## src/rtl/mips_mc_control_fsm.sv

```systemverilog
// Moore control unit for the multi-cycle MIPS datapath: one state per clock,
// every datapath strobe decoded from the state register.
module mips_mc_control_fsm #(
    parameter logic [3:0] ALU_AND = 4'h0,
    parameter logic [3:0] ALU_OR  = 4'h1,
    parameter logic [3:0] ALU_ADD = 4'h2,
    parameter logic [3:0] ALU_SUB = 4'h6,
    parameter logic [3:0] ALU_SLT = 4'h7,
    parameter logic [3:0] ALU_NOR = 4'hC
) (
    input  logic       clk,
    input  logic       reset,
    input  logic [5:0] Op,
    input  logic [5:0] Funct,
    output logic       IorD,
    output logic       MemWrite,
    output logic       IRWrite,
    output logic       PCWrite,
    output logic       BranchEq,
    output logic       BranchNeq,
    output logic       PCSrc,
    output logic       ALUSrcA,
    output logic       RegWrite,
    output logic       MemtoReg,
    output logic       RegDst,
    output logic [1:0] ALUSrcB,
    output logic [3:0] ALUControl,
    output logic [3:0] state_o,
    output logic       illegal_o
);

    typedef enum logic [3:0] {
        FETCH  = 4'd0,
        DECODE = 4'd1,
        MEMADR = 4'd2,
        MEMRD  = 4'd3,
        MEMWB  = 4'd4,
        MEMWR  = 4'd5,
        REX    = 4'd6,
        RWB    = 4'd7,
        BR     = 4'd8,
        IEX    = 4'd9,
        IWB    = 4'd10
    } state_t;

    localparam logic [5:0] OP_R    = 6'b000000;
    localparam logic [5:0] OP_LW   = 6'b100011;
    localparam logic [5:0] OP_SW   = 6'b101011;
    localparam logic [5:0] OP_BEQ  = 6'b000100;
    localparam logic [5:0] OP_BNE  = 6'b000101;
    localparam logic [5:0] OP_ADDI = 6'b001000;
    localparam logic [5:0] OP_ANDI = 6'b001100;
    localparam logic [5:0] OP_ORI  = 6'b001101;
    localparam logic [5:0] OP_SLTI = 6'b001010;

    localparam logic [5:0] FN_ADD = 6'b100000;
    localparam logic [5:0] FN_SUB = 6'b100010;
    localparam logic [5:0] FN_AND = 6'b100100;
    localparam logic [5:0] FN_OR  = 6'b100101;
    localparam logic [5:0] FN_NOR = 6'b100111;
    localparam logic [5:0] FN_SLT = 6'b101010;

    state_t state, state_next;

    // State register; reset always lands in FETCH so release starts a fetch.
    always_ff @(posedge clk) begin
        if (reset) state <= FETCH;
        else       state <= state_next;
    end

    // Next-state and Moore output decode; reset masks every write strobe.
    always_comb begin
        state_next = FETCH;
        IorD       = 1'b0;
        MemWrite   = 1'b0;
        IRWrite    = 1'b0;
        PCWrite    = 1'b0;
        BranchEq   = 1'b0;
        BranchNeq  = 1'b0;
        PCSrc      = 1'b0;
        ALUSrcA    = 1'b0;
        RegWrite   = 1'b0;
        MemtoReg   = 1'b0;
        RegDst     = 1'b0;
        ALUSrcB    = 2'b00;
        ALUControl = ALU_ADD;
        illegal_o  = 1'b0;
        case (state)
            FETCH: begin
                IRWrite    = 1'b1;
                ALUSrcB    = 2'b01;
                PCWrite    = 1'b1;
                state_next = DECODE;
            end
            DECODE: begin
                ALUSrcB = 2'b11;
                case (Op)
                    OP_LW, OP_SW:                       state_next = MEMADR;
                    OP_BEQ, OP_BNE:                     state_next = BR;
                    OP_ADDI, OP_ANDI, OP_ORI, OP_SLTI:  state_next = IEX;
                    OP_R: begin
                        case (Funct)
                            FN_ADD, FN_SUB, FN_AND, FN_OR, FN_NOR, FN_SLT:
                                state_next = REX;
                            default: begin
                                illegal_o  = 1'b1;
                                state_next = FETCH;
                            end
                        endcase
                    end
                    default: begin
                        illegal_o  = 1'b1;
                        state_next = FETCH;
                    end
                endcase
            end
            MEMADR: begin
                ALUSrcA    = 1'b1;
                ALUSrcB    = 2'b10;
                state_next = (Op == OP_LW) ? MEMRD : MEMWR;
            end
            MEMRD: begin
                IorD       = 1'b1;
                state_next = MEMWB;
            end
            MEMWB: begin
                MemtoReg   = 1'b1;
                RegWrite   = 1'b1;
                state_next = FETCH;
            end
            MEMWR: begin
                IorD       = 1'b1;
                MemWrite   = 1'b1;
                state_next = FETCH;
            end
            REX: begin
                ALUSrcA = 1'b1;
                case (Funct)
                    FN_SUB:  ALUControl = ALU_SUB;
                    FN_AND:  ALUControl = ALU_AND;
                    FN_OR:   ALUControl = ALU_OR;
                    FN_NOR:  ALUControl = ALU_NOR;
                    FN_SLT:  ALUControl = ALU_SLT;
                    default: ALUControl = ALU_ADD;
                endcase
                state_next = RWB;
            end
            RWB: begin
                RegDst     = 1'b1;
                RegWrite   = 1'b1;
                state_next = FETCH;
            end
            BR: begin
                ALUSrcA    = 1'b1;
                ALUControl = ALU_SUB;
                PCSrc      = 1'b1;
                BranchEq   = (Op == OP_BEQ);
                BranchNeq  = (Op == OP_BNE);
                state_next = FETCH;
            end
            IEX: begin
                ALUSrcA = 1'b1;
                ALUSrcB = 2'b10;
                case (Op)
                    OP_ANDI: ALUControl = ALU_AND;
                    OP_ORI:  ALUControl = ALU_OR;
                    OP_SLTI: ALUControl = ALU_SLT;
                    default: ALUControl = ALU_ADD;
                endcase
                state_next = IWB;
            end
            IWB: begin
                RegWrite   = 1'b1;
                state_next = FETCH;
            end
            default: begin
                // Unreachable codes: everything quiet, recover to FETCH.
                ALUControl = 4'h0;
                state_next = FETCH;
            end
        endcase
        if (reset) begin
            PCWrite   = 1'b0;
            IRWrite   = 1'b0;
            MemWrite  = 1'b0;
            RegWrite  = 1'b0;
            BranchEq  = 1'b0;
            BranchNeq = 1'b0;
            illegal_o = 1'b0;
        end
    end

    assign state_o = state;

endmodule

```

## config.mk

```make
export PLATFORM = sky130hd
export DESIGN_NAME = mips_mc_control_fsm
export DESIGN_NICKNAME = d
export VERILOG_FILES = /design/src/rtl/mips_mc_control_fsm.sv
export SDC_FILE = /design/constraint.sdc
export NUM_CORES = 1
export LEC_CHECK = 0
export CAP_MARGIN = 20
export CORE_ASPECT_RATIO = 0.5
export CORE_MARGIN = 3
export CORE_UTILIZATION = 24
export CTS_BUF_LIST = sky130_fd_sc_hd__clkbuf_8
export CTS_CLUSTER_DIAMETER = 100
export DETAILED_ROUTE_END_ITERATION = 7
export GPL_ROUTABILITY_DRIVEN = 1
export SLEW_MARGIN = 30
export SYNTH_ARGS = -nofsm -noshare
export SYNTH_HDL_FRONTEND = slang
export SYNTH_SLANG_ARGS = --single-unit
```

## constraint.sdc

```tcl
create_clock -name clk -period 1.8 [get_ports clk]
set_clock_uncertainty 0.15 [all_clocks]
set_input_delay 0.36 -clock clk [delete_from_list [all_inputs] [get_ports clk]]
set_output_delay 0.36 -clock clk [all_outputs]
set_load 0.05 [all_outputs]
```

Word level (Yosys, flattened, before mapping)
Cells that the tools add are included.
W data, S select, Z words.
Storage, ports and cells
  input port bits: 14
  output and inout bits: 22
  register bits: 4
Operators by class
  eq/ne operators: 24
  mux-type cells: 27
  reduce and logical (&&, ||, !) cells: 12
Operators with widths (number)
  $eq A6 B6 Y1 const B: 8
  $pmux W4 S4: 2
  $eq A6 B4 Y1 const B: 4
  $pmux W4 S6: 1
  $pmux W4 S5: 1
  $mux W1: 18
  $eq A4 B3 Y1 const B: 4
  $reduce_or A8 Y1: 2
  $eq A4 B4 Y1 const B: 3
  $eq A6 B3 Y1 const B: 2
  $pmux W3 S3: 1
  $eq A4 B2 Y1 const B: 2
  $reduce_or A2 Y1: 4
  $reduce_or A4 Y1: 2
  $logic_not A6 Y1: 1
  $mux W3: 2
  $pmux W2 S3: 1
  $reduce_or A6 Y1: 1
  $eq A4 B1 Y1 const B: 1
  $logic_not A4 Y1: 1
  $reduce_or A3 Y1: 1
  $pmux W1 S2: 1

Depth between registers and ports, before layout
  depth in word-level cells: 6
  mapped depth: 5
  mapped depth without buffers: 4

Worst setup path before layout
Ideal clock, no wire load.
  kind: reg2out
  start point: register state[2] (netlist: state_o[2])
  end point: output PCWrite
  arrival time: 2.890 ns
  setup slack: -1.600 ns
  cell stages (with the launch flop): 5
  cells stage by stage: dfxtp_1 -> buf_6 -> or2_4 -> nor4_1 -> buf_4
Between the ends
  word-level cells in the longest chain between the ends: 3
RTL lines
  from (decl): line 63  | state_t state, state_next;
  from (signal assigned): line 68  | else state <= state_next;
  $logic_not A4 Y1
  $mux W1 (2 in a row)
  to (decl): line 18  | output logic PCWrite,
No other way between the ends.

Worst setup path in the final report
  start point: input Op[4]
  end point: output BranchEq
Between the ends
  word-level cells in the longest chain between the ends: 3
RTL lines
  from (decl): line 13  | input logic [5:0] Op,
  $eq A6 B3 Y1: line 157  | BranchEq = (Op == OP_BEQ);
  $mux W1: line 88  | case (state)
  $mux W1: line 182  | if (reset) begin
  to (decl): line 19  | output logic BranchEq,
No other way between the ends.

==> results.md <==
- Final setup slack of the worst path: -0.294 ns
- Required arrival time at the worst endpoint: 1.29 ns
- Final cell count without fillers: between 200 and 250
- Max-capacitance violation count: 0
- Number of global-route vias before repair: 1127
- Crit-path max FO: 2
- Clk pin slew, worst setup/hold paths: 0.04 ns
- Worst slew pin tran: 0.363 ns
- Cells on Worst Hold Path: 5
- Top post-synthesis cells by area: dfxtp_1 (12%), nand2b_1 (5.8%), nor2_1 (5.8%), nor3_1 (4.6%), nand2_1 (4.1%)
- Min Tclk post-route: 2.09 ns
- Core outline area: around 2400 sq um
- Starting Density: 27.1%
- Filler Cell Count: 100
- Wire length on met1: 1830 um
- Post-synthesis mux area share: 1.74%
- Count of flip-flops with a built-in enable after synthesis: 0
- Max Root-Sink Buffers: 2
- Most area-hungry cell type in the Yosys netlist: dfxtp_1
- CP endpoint kind: output pin
- Pre-antenna DRT Iters: 4
- Antenna Diode Count: 0
- Area Growth Syn to Fin: 216%
- Root buffer selected by CTS: clkbuf_8
- Number of flip-flops in the largest register: 4
- Setup repair after global routing missed its margin: yes
- CTS hold repair buffers: 0
- Register area share after synthesis: between 10% and 20%
- Synth Area in Adders: 0%
- Total number of placement rows: 12
- Antenna-violating nets left: 0
- Non-Filler Cell Area, Final: approximately 2000 sq um
- Post-synthesis sequential element count: 4
- Uppermost layer routed: met4
- Share of the core filled with cells: 85.7%
- Final number of setup-violating endpoints: 14
- Initial antenna violation count: 0
- Detailed placer's ending HPWL: 2280 um
- Most used flip-flop cell after synthesis: dfxtp_1
- WHS: 0.516 ns
- Total length of routed met2 wires: 2040 um
- Worst Hold Class: input port to register
- First-pass GRT wire length: 5570 um
- Number of different library cells in the post-synthesis netlist: 45
- Nets@finish: 192
- Number of clock sinks: 4
- Clk_lat worst skew: 0.22 ns
- Final-report max-slew violation count: 0
- Instance area after placement: 1610 sq um
- Result of the run: finished, violations left
- Power density normalized to cell area: 307 nW/um^2
- Standby leakage power: 0.814 nW
- Depth of the CTS H-tree: 1
- Worst-case reg-to-reg path depth: 6
- Detailed route wirelength on metal3: 292 um
- Failing checks: negative setup slack
- Placed cell count: 193
- Parity-gate share of the synthesized area counting xor and xnor cells: 1.35%
- TritonCTS clock tree: built
- Cell count after synthesis: 94
- Area of the mapped netlist: between 600 and 700 sq um
- Starting DRT DRC Count: 67
- Overflow after GRT: 0
- Startpoint-to-endpoint class of the critical path: input port to output pin
- Leading cell type in the layout, fill and taps excluded: buf_4
- Global placement routability congestion: 0.820
- Simple-Gate Fraction of Synth Area: 51.1%
- Standard cell with the maximum stage delay on the critical path: or4b_4
- Final-report hold violation count: 0
- Vias per std cell: 5.50
- Routed len/inst: 20.5 um
- Die Y: approximately 43 um
- Port Buf Inserts: 35
- Fraction of layout instances using a drive strength above 1: 77.3%
- Cell chain of the critical path: buf_6, or4b_4, nor2_4, and3b_1, and2b_4, buf_12
- Residual DRC: 0
- I/O pin total: 36
- Total CTS buffers: 3
- Synthesized netlist net count: 108
- Die footprint: 3390 sq um
- Worst Setup Start Kind: input port
- Commonest cells after routing, fill and taps aside: buf_4 (35), buf_12 (22), buf_6 (16), nor2_4 (8)
- Synth Area in Compound Gates: 24.6%
- Async set-or-reset flop fraction in the synthesized netlist: 0%
- Total length of routed wires: 4320 um
- Warnings from Yosys: 0
- All-Layer GR Usage: 21.2%
- Maximum number of pins on one net before global-route repair: 12
- DR vias: 1160
- Delay of the slowest cell on the worst path: 0.56 ns
- Worst slew margin: 75.7%
- Fmax: 0.477 GHz
- Period Utilization, post-route: 116%
- Horizontal extent of the die: around 79 um
- Final Total Pwr: ~0.63 mW
- Combinational family with the most area after synthesis: simple AND/OR/NAND/NOR gates
- Worst IR drop on VDD: about 0.36 mV
- Post-synthesis area per instance: 6.88 sq um
- Worst endpoint data arrival time: 1.58 ns
- Proportion of netlist area held by the largest area contributor: 12.4%
==> Yosys cell counts, types with 2 or more instances <==
cell type,instances
o21ai_0,4
a31oi_1,4
nand3b_1,2
o21ai_1,2
nor3_1,6
inv_1,4
nand4_1,3
nor3b_1,3
nor4_1,2
nor2_1,10
buf_2,4
nand2b_1,6
nand2_1,7
dfxtp_1,4
a21oi_1,3
==> power by group <==
group          internal, mW  switching, mW  total (mW)
sequential           0.0882        0.00473      0.0929
clock                 0.143         0.0544       0.198
combinational         0.166          0.172       0.338
total                 0.398          0.231       0.629
==> metrics by stage <==
| step | TNS, ns | setup slack (ns) |
|---|---|---|
| after floorplan | -1.74 | -0.404 |
| after global placement | -5.49 | -0.634 |
| after detailed placement | -5.68 | -0.651 |
| after CTS | -1.66 | -0.315 |
| after global routing | -3.02 | -0.341 |
| final | -2.28 | -0.294 |
==> critical path, delay by kind of cell <==
kind / cells / cell delay [ns]
buffers and inverters: 2 / 0.22
AND/OR/NAND/NOR: 4 / 1.01
==> per-layer routing <==
metal  track usage, %  vias up
met5                0        -
li1                 -      520
met1             26.6      553
met3             3.60       17
met2             36.7       70
met4             7.53        0
==> repair_timing <==
| item | in CTS | in global routing |
|---|---|---|
| cloned | 0 | 0 |
| resized for setup | 84 | 22 |
| setup endpoints to repair | 19 | 18 |
| pin swaps | 22 | 19 |
| setup buffers | 6 | 11 |
==> cells by family (layout without fill, tap and decap cells) <==
logic type | Yosys count | in the layout
AOI/OAI and AO/OA | 24 | 24
and+or+nand+nor | 53 | 53
muxes | 1 | 1
xor gates and xnor gates | 1 | 1
DFF | 4 | 4
buffers and inverters | 11 | 93
==> final cells by class <==
class | instances | area (sq um) | area share [%]
Tap cell | 35 | 43.8 | 2.14
Inverter | 4 | 15.0 | 0.733
Clock buffer | 3 | 41.3 | 2.02
Sequential cell | 4 | 95.1 | 4.65
Multi-Input combinational cell | 79 | 852 | 41.6
Timing Repair Buffer | 86 | 1000 | 48.8
==> path summary, 6_finish.rpt <==
| check | from | to | slack, ns |
|---|---|---|---|
| setup / recovery | Op[4] | BranchEq | -0.29 |
| hold / removal | Op[2] | state_o[1]$_SDFF_PP0_ | 0.52 |
| setup reg to reg | state_o[3]$_SDFF_PP0_ | state_o[2]$_SDFF_PP0_ | 0.06 |
| hold reg to reg | state_o[0]$_SDFF_PP0_ | state_o[3]$_SDFF_PP0_ | 0.57 |
No activity file was read; power rests on OpenSTA's default activity.
